`config.mk`:
```
export PLATFORM = sky130hd
export DESIGN_NAME = pdm_demodulator
export DESIGN_NICKNAME = d
export VERILOG_FILES = /design/src/rtl/pdm_pkg.sv /design/src/rtl/pdm_demodulator_sync_2ff.sv /design/src/rtl/pdm_demodulator.sv
export SDC_FILE = /design/constraint.sdc
export NUM_CORES = 1
export LEC_CHECK = 0
export ABC_AREA = 0
export BUFFER_PORTS_ARGS = -buffer_cell sky130_fd_sc_hd__buf_2
export CAP_MARGIN = 20
export CORE_ASPECT_RATIO = 1.2
export CORE_UTILIZATION = 50
export CTS_CLUSTER_SIZE = 30
export DETAILED_ROUTE_END_ITERATION = 10
export GPL_TIMING_DRIVEN = 0
export HOLD_SLACK_MARGIN = 0.03
export PLACE_DENSITY_LB_ADDON = 0.08
export SYNTH_ARGS = -nofsm -noshare
export SYNTH_HDL_FRONTEND = slang
export SYNTH_SLANG_ARGS = --single-unit
```
`constraint.sdc`:
```
create_clock -name clk -period 1.9 [get_ports clk]
set_input_delay 0 -clock clk [delete_from_list [all_inputs] [get_ports clk]]
set_output_delay 0 -clock clk [all_outputs]
set_load 0.05 [all_outputs]
```
`src/rtl/pdm_pkg.sv`:
```
// Shared PDM constants and helpers for the sigma-delta modulator and the demodulator.
package pdm_pkg;

  localparam int PDM_DEFAULT_WIDTH = 8;

  function automatic int window_len(input int w);
    return 1 << w;
  endfunction

  function automatic int sat_max(input int w);
    return (1 << w) - 1;
  endfunction

endpackage

```
`src/rtl/pdm_demodulator_sync_2ff.sv`:
```
// Two-flop synchronizer for an asynchronous PDM source; built only when PDM_DEMOD_SYNC_EN is defined.
`ifdef PDM_DEMOD_SYNC_EN
module sync_2ff (
  input  logic clk,
  input  logic reset_n,
  input  logic d,
  output logic q
);

  logic meta;

  always_ff @(posedge clk or negedge reset_n) begin
    if (!reset_n) begin
      meta <= 1'b0;
      q    <= 1'b0;
    end else begin
      meta <= d;
      q    <= meta;
    end
  end

endmodule
`endif

```
`src/rtl/pdm_demodulator.sv`:
```
// Boxcar PDM demodulator: counts ones over 2^WIDTH enabled samples and strobes the saturated total.
// Optional input synchronizer selected by the PDM_DEMOD_SYNC_EN macro.
module pdm_demodulator
  import pdm_pkg::*;
#(
  parameter int WIDTH = PDM_DEFAULT_WIDTH
) (
  input  logic             clk,
  input  logic             reset_n,
  input  logic             enable,
  input  logic             pdm_in,
  output logic [WIDTH-1:0] value,
  output logic             valid,
  output logic             saturated
);

  localparam logic [WIDTH:0]   WIN_LEN   = (WIDTH+1)'(window_len(WIDTH));
  localparam logic [WIDTH-1:0] SAT_MAX   = WIDTH'(sat_max(WIDTH));
  localparam logic [WIDTH-1:0] WCNT_LAST = SAT_MAX;

  logic             sample;
  logic [WIDTH-1:0] wcnt;
  logic [WIDTH:0]   ocnt;
  logic [WIDTH:0]   total;

  function automatic logic [WIDTH-1:0] sat_value(input logic [WIDTH:0] t);
    if (t == WIN_LEN) return SAT_MAX;
    return t[WIDTH-1:0];
  endfunction

`ifdef PDM_DEMOD_SYNC_EN
  sync_2ff u_sync (
    .clk     (clk),
    .reset_n (reset_n),
    .d       (pdm_in),
    .q       (sample)
  );
`else
  assign sample = pdm_in;
`endif

  // ocnt is bounded by the window length, so WIDTH+1 bits never wrap
  assign total = ocnt + {{WIDTH{1'b0}}, sample};

  always_ff @(posedge clk or negedge reset_n) begin
    if (!reset_n) begin
      wcnt      <= '0;
      ocnt      <= '0;
      value     <= '0;
      valid     <= 1'b0;
      saturated <= 1'b0;
    end else if (!enable) begin
      wcnt  <= '0;
      ocnt  <= '0;
      valid <= 1'b0;
    end else if (wcnt == WCNT_LAST) begin
      value     <= sat_value(total);
      saturated <= (total == WIN_LEN);
      valid     <= 1'b1;
      wcnt      <= '0;
      ocnt      <= '0;
    end else begin
      ocnt  <= total;
      wcnt  <= wcnt + WIDTH'(1);
      valid <= 1'b0;
    end
  end

endmodule
```
==> flow_summary.json <==
{
  "drt_iter0_drc": 5,
  "antenna_left": 0,
  "remaining_drc_errors": 0,
  "synthFlopType": "dfrtp_1",
  "synth_edf_count": 0,
  "cts_tree": "built",
  "crit_path_end_kind": "flop",
  "ys_top_cells_by_area": "dfrtp_1, nor2_1, xnor2_1",
  "vias_per_cell": 5.15,
  "grt_overflow": 0,
  "rows": 19,
  "powerDensity_nw_per_um2": 619,
  "syn_nets": 118,
  "maxCapViolCount": 0,
  "post-dp-hpwl_microns": 1490,
  "cts_buffers": 3,
  "crit-reg2reg-capture": "value[5]",
  "slew-limit-headroom": 0.598,
  "synth_top_area_cell": "dfrtp_1",
  "post-synth-top-count-cell": "dfrtp_1",
  "n_antenna_cell": 0,
  "core_area_sq_um": 2280,
  "antenna_found_initial": 0,
  "cts.path.max_buffers": 2,
  "finalPower_mw": 0.920,
  "dr.pass1.iters": 4,
  "h-tree-depth": 1,
  "synth.avg_cell_area_sq_um": 10.8,
  "yosysSeqAreaShare": 0.565,
  "setup-violations-final": 0,
  "min_from": "pdm_in",
  "worstPathRequired_ns": 2.16,
  "fin_skew_ns": 0.00328,
  "tns_ns": 0,
  "setup.worst_path.class": "flop to flop",
  "whs_endpoint": "ocnt[0]",
  "r2r-start": "ocnt[0]",
  "hold_viol": 0,
  "r2r_slack_ns": 0.1,
  "port_buffers": 13,
  "grt_pass1_wl_microns": 3710,
  "p_leak_nw": 0.697,
  "chipWidth_microns": 46.6,
  "max_clock_freq_mhz": 554,
  "worst_slew_pin_slew_ns": 0.603,
  "start_util": 0.524,
  "ys_async_sr_fraction": 1.00,
  "synth_top_area_frac": 0.565,
  "final_cells": 165,
  "grt_max_degree": 28,
  "pin_count": 14,
  "vias": 849,
  "ir_drop_v": 0.000412,
  "r2r_cells": 8,
  "routed_wl_microns": 2300,
  "crit_arrival_ns": 2.07,
  "clock_latency_ns": 0.33,
  "grt_use_total": 0.201,
  "crit_fanout": 4,
  "whs_path_depth": 4,
  "grt_pass1_vias": 814,
  "ys_types": 27,
  "clkTransAtPathRegs_ns": 0.15,
  "cts_sinks": 27,
  "place_congestion": 0.783,
  "area_growth_pct": 24.3,
  "die_y_microns": 55.6,
  "post_drt_wl_per_cell_microns": 13.9,
  "synth-seq-cells": 27,
  "crit_path_start_kind": "flop",
  "die_area_sq_um": 2590,
  "synthTopCellsByCount": "dfrtp_1, nor2_1, a31oi_1, nand2_1",
  "yosys_warnings": 0,
  "slew_violations": 0,
  "synthesis.instances": 111,
  "holdCritPathClass": "input port to flop",
  "status": "finished clean",
  "dp.cells": 155,
  "netlist_area_sq_um": 1190,
  "min_period_ns": 1.80,
  "nets": 142,
  "cts-root-buf": "clkbuf_4",
  "period_share": 0.950,
  "layout-drive-gt1-share": 0.291
}
-- sequential cells by signal (all words and copies together), names as in the netlist --
signal     count
valid          1
value          8
saturated      1
ocnt           9
wcnt           8
-- worst max-delay path, cell delays in order (launching register included) --
cell	delay (ns)
dfrtp_1	0.42
ha_4	0.18
ha_4	0.17
nand2_2	0.08
xor2_2	0.08
o41ai_4	0.28
buf_4	0.19
nand4_4	0.13
a31oi_1	0.21
-- layout make-up --
class | instances | area, sq um
buffer | 2 | 16.3
clock buffer | 4 | 26.3
fill | 194 | 797
inverter | 4 | 15.0
multi-input combinational | 79 | 606
sequential | 27 | 676
tap | 31 | 38.8
timing repair buffer | 18 | 108
-- stage by stage --
| stage | hold WS (ns) | cell area (sq um) | worst slack [ns] | utilization |
|---|---|---|---|---|
| 3_3_place_gp | 0.0311 | 1300 | -0.0556 | 0.569 |
| 6_report | 0.0656 | 1490 | 0.0951 | 0.651 |
| 4_1_cts | 0.0745 | 1420 | 0.0126 | 0.621 |
| 5_1_grt | 0.0725 | 1490 | -0.00985 | 0.651 |
| 2_1_floorplan | -0.296 | 1190 | 0.155 | - |
| 3_5_place_dp | 0.0376 | 1300 | -0.0673 | 0.569 |
-- layout by cell type (no fill, tap or decap) --
master / netlist / layout
and3_4: 0 / 1
xnor2_2: 1 / 2
a31oi_1: 8 / 8
nand3_1: 4 / 3
buf_6: 1 / 1
and3_1: 2 / 1
nand4_2: 2 / 1
xor2_2: 0 / 1
o21ai_1: 1 / 1
clkbuf_1: 0 / 1
nand2_1: 7 / 6
o211ai_1: 1 / 1
a21boi_0: 1 / 1
inv_1: 3 / 3
and4_4: 0 / 1
ha_1: 3 / 1
buf_4: 0 / 3
nand3_2: 1 / 2
xor2_1: 6 / 4
o41ai_4: 0 / 1
ha_4: 0 / 2
o21ai_0: 1 / 1
or3_1: 1 / 1
and2_1: 2 / 2
buf_2: 1 / 14
dfrtp_1: 27 / 27
or2_2: 1 / 1
nor2_1: 25 / 25
inv_2: 1 / 1
nand2_2: 0 / 1
nand4_4: 0 / 2
clkbuf_4: 0 / 3
nor3_1: 2 / 2
dlygate4sd3_1: 0 / 2
xor2_4: 0 / 1
nand2b_2: 0 / 1
xnor2_1: 6 / 5
-- logic make-up (layout without fill, tap and decap cells) --
family / count (synthesis) / after routing / synth area share
adders and majority gates: 3 / 3 / 0.0314
and+or+nand+nor: 49 / 50 / 0.199
AOI/OAI and AO/OA: 13 / 13 / 0.0764
xor gates and xnor gates: 13 / 13 / 0.102
buffers and inverters: 6 / 28 / 0.0262
DFF: 27 / 27 / 0.565
-- what timing repair did --
action	4_1_cts	5_1_grt
gates cloned	1	0
resized for setup	8	10
buffers inserted	1	2
endpoints found under the setup margin	9	17
pin swaps	5	7
hold buffers	2	0
hold endpoints to repair	31	0
-- routing by layer --
layer,part of all wire,track usage
met1,0.43,0.253
met2,0.53,0.337
met3,0.020,0.0196
met4,0.017,0.0857
met5,0,0
-- power by group --
part | switching [mW] | internal (mW)
sequential | 0.00902 | 0.584
combinational | 0.0408 | 0.0297
clock | 0.174 | 0.0824
total | 0.224 | 0.696
-- how the worst max path moves through the flow --
stage	start	to	slack, ns
finish	ocnt[0]	value[5]	0.1
global route	wcnt[0]	value[6]	-0.01
CTS	ocnt[0]	value[6]	0.01
detailed placement	ocnt[0]	value[6]	-0.07
global placement	ocnt[0]	value[0]	-0.06
floorplan	ocnt[0]	value[0]	0.16
Note: power is estimated with default switching activity, not from simulation.
